$ cat src/rtl/fifo36_pkg.sv
// Shared field layout of the 36-bit cascade-FIFO word and the last-byte-index helper.
package fifo36_pkg;

    localparam int SOF_BIT = 32;
    localparam int EOF_BIT = 33;
    localparam int OCC_LSB = 34;
    localparam int OCC_W   = 2;

    // Index of the final valid byte: full word unless this is an EOF word with non-zero occupancy.
    function automatic logic [1:0] occ_to_last(input logic eof, input logic [OCC_W-1:0] occ);
        logic [1:0] last_v;
        if (eof && (occ != 2'd0)) begin
            last_v = occ - 2'd1;
        end else begin
            last_v = 2'd3;
        end
        return last_v;
    endfunction

endpackage

$ cat src/rtl/m_fifo36_to_ll8.sv
// 36-bit FIFO word to 8-bit byte-serial framed stream; one-word hold, 1 byte/clk sustained.
// Optional framing checker enabled by defining FIFO36_LL8_FRAMECHK_EN.
module m_fifo36_to_ll8
    import fifo36_pkg::*;
#(
    parameter bit BYTE_ORDER_BE = 1'b1
) (
    input  logic        clk,
    input  logic        reset,
    input  logic [35:0] datain,
    input  logic        src_rdy_i,
    output logic        dst_rdy_o,
    output logic [7:0]  ll_data,
    output logic        ll_sof,
    output logic        ll_eof,
    output logic        ll_src_rdy,
    input  logic        ll_dst_rdy,
    output logic        frame_err
);

    localparam logic [0:0] ST_EMPTY = 1'b0;
    localparam logic [0:0] ST_FULL  = 1'b1;

    logic [0:0]  state_r;
    // Occupancy is folded into lst_r at capture, so only data, SOF and EOF are held.
    logic [33:0] hold_r;
    logic [1:0]  idx_r;
    logic [1:0]  lst_r;

    logic        full_s;
    logic        last_byte_s;
    logic        dst_rdy_s;
    logic        word_xfer_s;
    logic        byte_xfer_s;
    logic        keep_word_s;
    logic [1:0]  sel_s;
    logic [7:0]  byte_s;

    // Handshake decode and byte-lane selection for the held word.
    always_comb begin
        full_s      = (state_r == ST_FULL);
        last_byte_s = full_s && (idx_r == lst_r);
        dst_rdy_s   = !full_s || (ll_dst_rdy && last_byte_s);
        word_xfer_s = src_rdy_i && dst_rdy_s;
        byte_xfer_s = full_s && ll_dst_rdy;
        if (BYTE_ORDER_BE) begin
            sel_s = 2'd3 - idx_r;
        end else begin
            sel_s = idx_r;
        end
        case (sel_s)
            2'd0:    byte_s = hold_r[7:0];
            2'd1:    byte_s = hold_r[15:8];
            2'd2:    byte_s = hold_r[23:16];
            2'd3:    byte_s = hold_r[31:24];
            default: byte_s = 8'h00;
        endcase
    end

`ifdef FIFO36_LL8_FRAMECHK_EN
    logic in_frame_r;
    logic frame_err_r;

    // A continuation word arriving outside a frame is consumed without being emitted.
    always_comb begin
        keep_word_s = datain[SOF_BIT] || in_frame_r;
    end

    // Frame tracking and sticky error; a SOF+EOF word leaves the stream out of frame.
    always_ff @(posedge clk or negedge reset) begin
        if (!reset) begin
            in_frame_r  <= 1'b0;
            frame_err_r <= 1'b0;
        end else if (word_xfer_s) begin
            if (datain[SOF_BIT] == in_frame_r) begin
                frame_err_r <= 1'b1;
            end
            if (datain[SOF_BIT]) begin
                in_frame_r <= !datain[EOF_BIT];
            end else begin
                in_frame_r <= in_frame_r && !datain[EOF_BIT];
            end
        end
    end

    assign frame_err = frame_err_r;
`else
    always_comb begin
        keep_word_s = 1'b1;
    end

    assign frame_err = 1'b0;
`endif

    // Hold register and EMPTY/FULL state; a word landing on the last byte reloads with no bubble.
    always_ff @(posedge clk or negedge reset) begin
        if (!reset) begin
            state_r <= ST_EMPTY;
            hold_r  <= 34'h0;
            idx_r   <= 2'd0;
            lst_r   <= 2'd3;
        end else if (word_xfer_s && keep_word_s) begin
            state_r <= ST_FULL;
            hold_r  <= datain[33:0];
            idx_r   <= 2'd0;
            lst_r   <= occ_to_last(datain[EOF_BIT], datain[OCC_LSB +: OCC_W]);
        end else if (word_xfer_s) begin
            state_r <= ST_EMPTY;
        end else if (byte_xfer_s) begin
            if (last_byte_s) begin
                state_r <= ST_EMPTY;
            end else begin
                idx_r <= idx_r + 2'd1;
            end
        end
    end

    assign dst_rdy_o  = dst_rdy_s;
    assign ll_src_rdy = full_s;
    assign ll_data    = full_s ? byte_s : 8'h00;
    assign ll_sof     = full_s && hold_r[SOF_BIT] && (idx_r == 2'd0);
    assign ll_eof     = last_byte_s && hold_r[EOF_BIT];

endmodule

$ cat config.mk
export PLATFORM = sky130hd
export DESIGN_NAME = m_fifo36_to_ll8
export DESIGN_NICKNAME = d
export VERILOG_FILES = /design/src/rtl/fifo36_pkg.sv /design/src/rtl/m_fifo36_to_ll8.sv
export SDC_FILE = /design/constraint.sdc
export NUM_CORES = 1
export LEC_CHECK = 0
export ABC_AREA = 1
export ABC_CLOCK_PERIOD_IN_PS = 1700
export BUFFER_PORTS_ARGS = -buffer_cell sky130_fd_sc_hd__buf_2
export CORE_MARGIN = 2
export CORE_UTILIZATION = 54
export CTS_BUF_LIST = sky130_fd_sc_hd__clkbuf_4 sky130_fd_sc_hd__clkbuf_8
export DETAILED_ROUTE_END_ITERATION = 12
export PLACE_DENSITY = 0.84
export RECOVER_POWER = 50
export SLEW_MARGIN = 20
export SYNTH_ARGS = -nofsm -noshare
export SYNTH_HDL_FRONTEND = slang
export SYNTH_SLANG_ARGS = --single-unit
$ cat constraint.sdc
create_clock -name clk -period 1.7 [get_ports clk]
set_input_delay 0.085 -clock clk [delete_from_list [all_inputs] [get_ports clk]]
set_output_delay 0.085 -clock clk [all_outputs]
set_load 0.1 [all_outputs]
== Word-level counts from Yosys, hierarchy flattened ==
Index checks and enable logic that the tools add are counted.

* $add $sub $neg: 3
* Equal/unequal tests: 5
* Muxes and demuxes: 9
* Reductions and logical operators: 17

{| class="wikitable"
|+ Operator list
! cell !! number
|-
| case mux 8 bit (4 select lines) || 1
|-
| logical AND 1 bit || 8
|-
| 2-to-1 mux 2 bit || 4
|-
| 2-to-1 mux 8 bit || 1
|-
| nonzero test 2 bit || 3
|-
| == test 2 bit, second input constant || 2
|-
| logical NOT 2 bit || 2
|-
| AND reduction 2 bit || 2
|-
| 2-to-1 mux 1 bit || 3
|-
| adder 2 x 1 -> 2 bit, second input constant || 1
|-
| == test 2 x 1 -> 1 bit, second input constant || 1
|-
| == test 2 bit || 1
|-
| inequality test 2 x 1 -> 1 bit, second input constant || 1
|-
| subtractor 2 x 1 -> 2 bit, second input constant || 1
|-
| subtractor 2 bit, first input constant || 1
|-
| logical NOT 1 bit || 1
|-
| logical OR 1 bit || 1
|}

* Bits in registers: 39
* Bits of input ports: 40
* Output and inout port bits: 13
* Logic and storage cells: 38

== Logic depth before layout (Yosys ltp) ==
* Word-level depth: 7
* Mapped depth: 9
* Mapped depth without buffers: 8

== Worst setup path before layout ==
Ideal clock, no wire load.

* Kind: register to register
* Start point: register lst_r[0]
* End point: register state_r, in the netlist ll_src_rdy
* Setup time: 229 ps
* Arrival: 3009 ps
* Required time: 1471 ps
* Path slack: -1538 ps
* Stages on the path, launching flop included: 5
* Path buffers: 0
* Clock period less this slack: 3238 ps
* Cell sequence: dfstp_2 > xnor2_1 > nand2_2 > o21ai_0 > nand2_1

* Cells in the longest elaborated chain, start to end: 7
* Elaborated cells between the ends (all ways): 9
* Classes of those cells: eq/ne (1); mux (1); reduce/logical (7)

{| class="wikitable"
|+ Ends and longest elaborated chain
! what !! RTL line !! RTL
|-
| start, declared || m_fifo36_to_ll8.sv:28 || <nowiki>logic [1:0] lst_r;</nowiki>
|-
| start signal, assigned || m_fifo36_to_ll8.sv:106 || <nowiki>lst_r <= occ_to_last(datain[EOF_BIT], datain[OCC_LSB +: OCC_W]);</nowiki>
|-
| == test 2 bit * || m_fifo36_to_ll8.sv:42 || <nowiki>last_byte_s = full_s && (idx_r == lst_r);</nowiki>
|-
| logical AND 1 bit * || m_fifo36_to_ll8.sv:42 ||
|-
| logical AND 1 bit * || m_fifo36_to_ll8.sv:43 || <nowiki>dst_rdy_s = !full_s || (ll_dst_rdy && last_byte_s);</nowiki>
|-
| logical OR 1 bit * || m_fifo36_to_ll8.sv:43 ||
|-
| via dst_rdy_o || m_fifo36_to_ll8.sv:12 || <nowiki>output logic dst_rdy_o,</nowiki>
|-
| logical AND 1 bit * || m_fifo36_to_ll8.sv:44 || <nowiki>word_xfer_s = src_rdy_i && dst_rdy_s;</nowiki>
|-
| nonzero test 2 bit (no line) || - ||
|-
| AND reduction 2 bit (no line) || - ||
|-
| end signal, assigned || m_fifo36_to_ll8.sv:98 || <nowiki>state_r <= ST_EMPTY;</nowiki>
|-
| end signal, assigned || m_fifo36_to_ll8.sv:103 || <nowiki>state_r <= ST_FULL;</nowiki>
|-
| end signal, assigned || m_fifo36_to_ll8.sv:108 || <nowiki>state_r <= ST_EMPTY;</nowiki>
|-
| end, declared || m_fifo36_to_ll8.sv:24 || <nowiki>logic [0:0] state_r;</nowiki>
|}

Mark *: on every way through the listed nets, which the timed path passes. The rest lies on a longest branch.
A chain may end at the register's enable or synchronous reset.

== Final worst setup path ==
* Start point: register idx_r[0]
* End point: output port ll_data[1]

* Cells in the longest elaborated chain, start to end: 4
* Elaborated cells between the ends (all ways): 7
* Classes of those cells: add/sub (1); eq/ne (3); mux (2); reduce/logical (1)

{| class="wikitable"
|+ Ends and longest elaborated chain
! what !! RTL line !! RTL
|-
| start, declared || m_fifo36_to_ll8.sv:27 || <nowiki>logic [1:0] idx_r;</nowiki>
|-
| start signal, assigned || m_fifo36_to_ll8.sv:113 || <nowiki>idx_r <= idx_r + 2'd1;</nowiki>
|-
| subtractor 2 bit * || m_fifo36_to_ll8.sv:47 || <nowiki>sel_s = 2'd3 - idx_r;</nowiki>
|-
| == test 2 bit, or another cell as far along || m_fifo36_to_ll8.sv:51 || <nowiki>case (sel_s)</nowiki>
|-
| case mux 8 bit (4 select lines) * || m_fifo36_to_ll8.sv:51 ||
|-
| 2-to-1 mux 8 bit * || m_fifo36_to_ll8.sv:120 || <nowiki>assign ll_data = full_s ? byte_s : 8'h00;</nowiki>
|-
| end, declared || m_fifo36_to_ll8.sv:13 || <nowiki>output logic [7:0] ll_data,</nowiki>
|}

Every way passes the cells marked *; elsewhere a longest branch is shown, timed or not.

==> flow_metrics.env <==
export IMPL_grt_usage=0.296
export IMPL_drv_slew=0
export IMPL_synth_xor_area_share=0.00437
export IMPL_fin_crit_ns=1.73
export IMPL_peakVddDrop_mv=1.07
export IMPL_p_per_area_nw_per_um2=2490
export IMPL_clockBufferDepth=2
export IMPL_viasPerCell=5.98
export IMPL_synthSimpleGateAreaFrac=0.334
export IMPL_crit_required_ns=1.62
export IMPL_cp_slowest_cell="dfrtp_2"
export IMPL_htreeDepth=2
export IMPL_drtAntennaViolNets=0
export IMPL_insertion_delay_ns=0.29
export IMPL_finalInstanceArea_um2=2830
export IMPL_die_area_um2=4210
export IMPL_synth_seq_cells=39
export IMPL_hold_violations=0
export IMPL_remaining_drc_errors=0
export IMPL_arrival_ns=1.65
export IMPL_grt_pass1_vias=1946
export IMPL_drt_iter0_drc=256
export IMPL_finalPower_mw=7.05
export IMPL_nNetsFinal=337
export IMPL_vias=2038
export IMPL_fin_crit_sh=1.02
export IMPL_syn_to_final_growth_pct=41.6
export IMPL_slowest_delay_ns=0.50
export IMPL_worst_slack_ns=-0.0327
export IMPL_violations="setup timing"
export IMPL_rows=22
export IMPL_cp_top_family="flip-flops"
export IMPL_synthMuxAreaShare=0
export IMPL_tritoncts="done"
export IMPL_grt_max_degree=36
export IMPL_critPathCaptureType="output port"
export IMPL_dpl_cell_area_um2=2560
export IMPL_cts_buffers_inserted=5
export IMPL_cap_violations=0
export IMPL_fmax_ghz=0.577
export IMPL_ioPinCount=53
export IMPL_start_kind="flop"
export IMPL_floorplan_initialDensity=0.555
export IMPL_synth_warnings=0
export IMPL_critPathBufInv=2
export IMPL_dp_final_hpwl_um=3550
export IMPL_critPathMaxFanout=8
export IMPL_synth_top_area_share=0.463
export IMPL_hold_class="in2reg"
export IMPL_cp_depth=5
export IMPL_relSlewSlack=0.433
export IMPL_yosys_area_top_type="dfrtp_1"
export IMPL_synth_area_per_cell_um2=8.20
export IMPL_fin_skew_ns=0.0108
export IMPL_crit_type="reg2out"
export IMPL_coreArea_um2=3610
export IMPL_clockRootBuffer="clkbuf_8"
export IMPL_rr_worst_depth=6
export IMPL_gp_congestion=0.857
export IMPL_die_h_um=64.9
export IMPL_drt_wl_total_um=6030
export IMPL_whs_path_depth=3
export IMPL_synth_top_family_by_area="simple AND/OR/NAND/NOR gates"
export IMPL_regArea_um2=985
export IMPL_wl_per_cell_um=17.7
export IMPL_fillerInstances=226
export IMPL_clock_sinks=39
export IMPL_layout_drive_gt1_share=0.341
export IMPL_synth_area_um2=2000
export IMPL_crit_chain="inv_4, ha_4, nand2_2, a31oi_4, buf_12"
export IMPL_yosys_top_cells_area="dfrtp_1 (46%), nand2_1 (18%), nand4_1 (11%), ha_1 (3.1%), dfstp_2 (2.6%)"
export IMPL_dieWidth_um=64.9
export IMPL_antenna_found_initial=0
export IMPL_setup_viol=9
export IMPL_syn_nets=289
export IMPL_grt_ovfl_total=0
export IMPL_rsz0062_at_grt="yes"
export IMPL_syn_inst=244
export IMPL_grt_pass1_wl_um=9290
export IMPL_worst_pin_slew_ns=0.850
export IMPL_synth_fa_ha_area_frac=0.0313
export IMPL_multi_input_area_um2=1120
export IMPL_status="finished with violations"
export IMPL_cts_clk_slew_worst_paths_ns=0.08
export IMPL_seq_area_frac_synth=0.489
export IMPL_yosysUniqueCellTypes=23
export IMPL_dr_pass1_iters=4
export IMPL_synth_compound_area_share=0.0675
export IMPL_io_buffers=51
export IMPL_p_leak_nw=1.36
export IMPL_n_antenna_cell=0
==> final timing paths <==
check                                       start                     end  slack [ns]
min in group asynchronous                   reset  hold_r[17]$_DFFE_PN0P_        0.43
min                                     datain[4]   hold_r[4]$_DFFE_PN0P_        0.04
max reg2reg                  idx_r[0]$_DFFE_PN0P_  hold_r[16]$_DFFE_PN0P_        0.08
max                          idx_r[0]$_DFFE_PN0P_              ll_data[1]       -0.03
min reg2reg                hold_r[32]$_DFFE_PN0P_  hold_r[32]$_DFFE_PN0P_        0.47
max in group asynchronous                   reset  hold_r[24]$_DFFE_PN0P_        0.61
==> placed cells by master (no fill, tap or decap), drive strengths merged <==
| master | count |
|---|---|
| nand2 | 100 |
| buf | 55 |
| dfrtp | 37 |
| nand4 | 36 |
| o21ai | 9 |
| inv | 9 |
| clkbuf | 9 |
| a31oi | 8 |
| a21oi | 8 |
| nand3 | 8 |
| ha | 5 |
| bufinv | 2 |
| dfstp | 2 |
| xnor2 | 1 |
| and3 | 1 |
| and3b | 1 |
| conb | 1 |
| dlygate4sd3 | 1 |
==> worst min-delay path, delay by kind of cell <==
family / cells / cell delay (ns)
simple gates: 2 / 0.13
buf+inv: 1 / 0.09
==> layer usage <==
layer	share of wire	wire [um]	track usage
met3	0.087	525	0.0503
met1	0.38	2310	0.376
met4	0.025	152	0.136
met5	0	0	0
met2	0.50	3040	0.492
==> through the flow <==
stage | worst slack (ns) | instances | util | hold slack, ns | TNS (ns)
4_1_cts | -0.00975 | 340 | 0.776 | 0.0392 | -0.00975
5_1_grt | -0.0807 | 341 | 0.786 | 0.0449 | -0.577
3_3_place_gp | 0.0351 | 329 | 0.710 | 0.194 | 0
2_1_floorplan | -0.152 | 244 | - | -0.211 | -0.152
3_5_place_dp | -0.0101 | 329 | 0.710 | 0.199 | -0.0101
6_report | -0.0327 | 341 | 0.786 | 0.0430 | -0.150
==> sequential cells by signal, summed over array words and instances (netlist names) <==
register    cells
hold_r         34
ll_src_rdy      1
lst_r           2
idx_r           2
==> area by class of cell <==
cell class,instances,share of cell area
Tap cell,48,0.0212
Sequential cell,39,0.347
Clock inverter,2,0.0212
Inverter,9,0.0146
Timing Repair Buffer,59,0.172
Multi-Input combinational cell,178,0.396
Clock buffer,6,0.0269
==> cells in the mapped netlist <==
library cell	number
dfstp_2	2
a31oi_1	8
xnor2_1	1
buf_4	1
conb_1	1
dfrtp_1	37
a21oi_1	8
buf_2	8
nand2_1	98
nand2_4	1
buf_6	3
inv_2	1
nand2_2	1
nand3_4	1
nand3_1	5
clkbuf_1	4
o21ai_0	9
buf_1	4
and3b_1	1
ha_1	5
and3_1	1
nand4_1	36
inv_1	8
==> cell families (layout without fill, tap and decap cells) <==
| logic type | after synthesis | after routing |
|---|---|---|
| flops | 39 | 39 |
| other cells | 1 | 1 |
| buf+inv | 29 | 76 |
| fa+ha+maj | 5 | 5 |
| simple gates | 144 | 146 |
| xor+xnor | 1 | 1 |
| compound gates | 25 | 25 |
==> report_power, final <==
part | total (mW) | switching (mW) | internal (mW)
Combinational | 4.34 | 2.87 | 1.47
Sequential | 1.79 | 0.392 | 1.40
Clock | 0.923 | 0.320 | 0.603
==> what timing repair did <==
item                                    CTS  global route
gates cloned                              1             1
endpoints found under the hold margin    31             0
endpoints found under the setup margin   17            30
resized for setup                        25             8
pin swaps                                 4             0
hold buffers                              1             0
setup buffers                             1             0
Power figures use the tool's default switching activity.
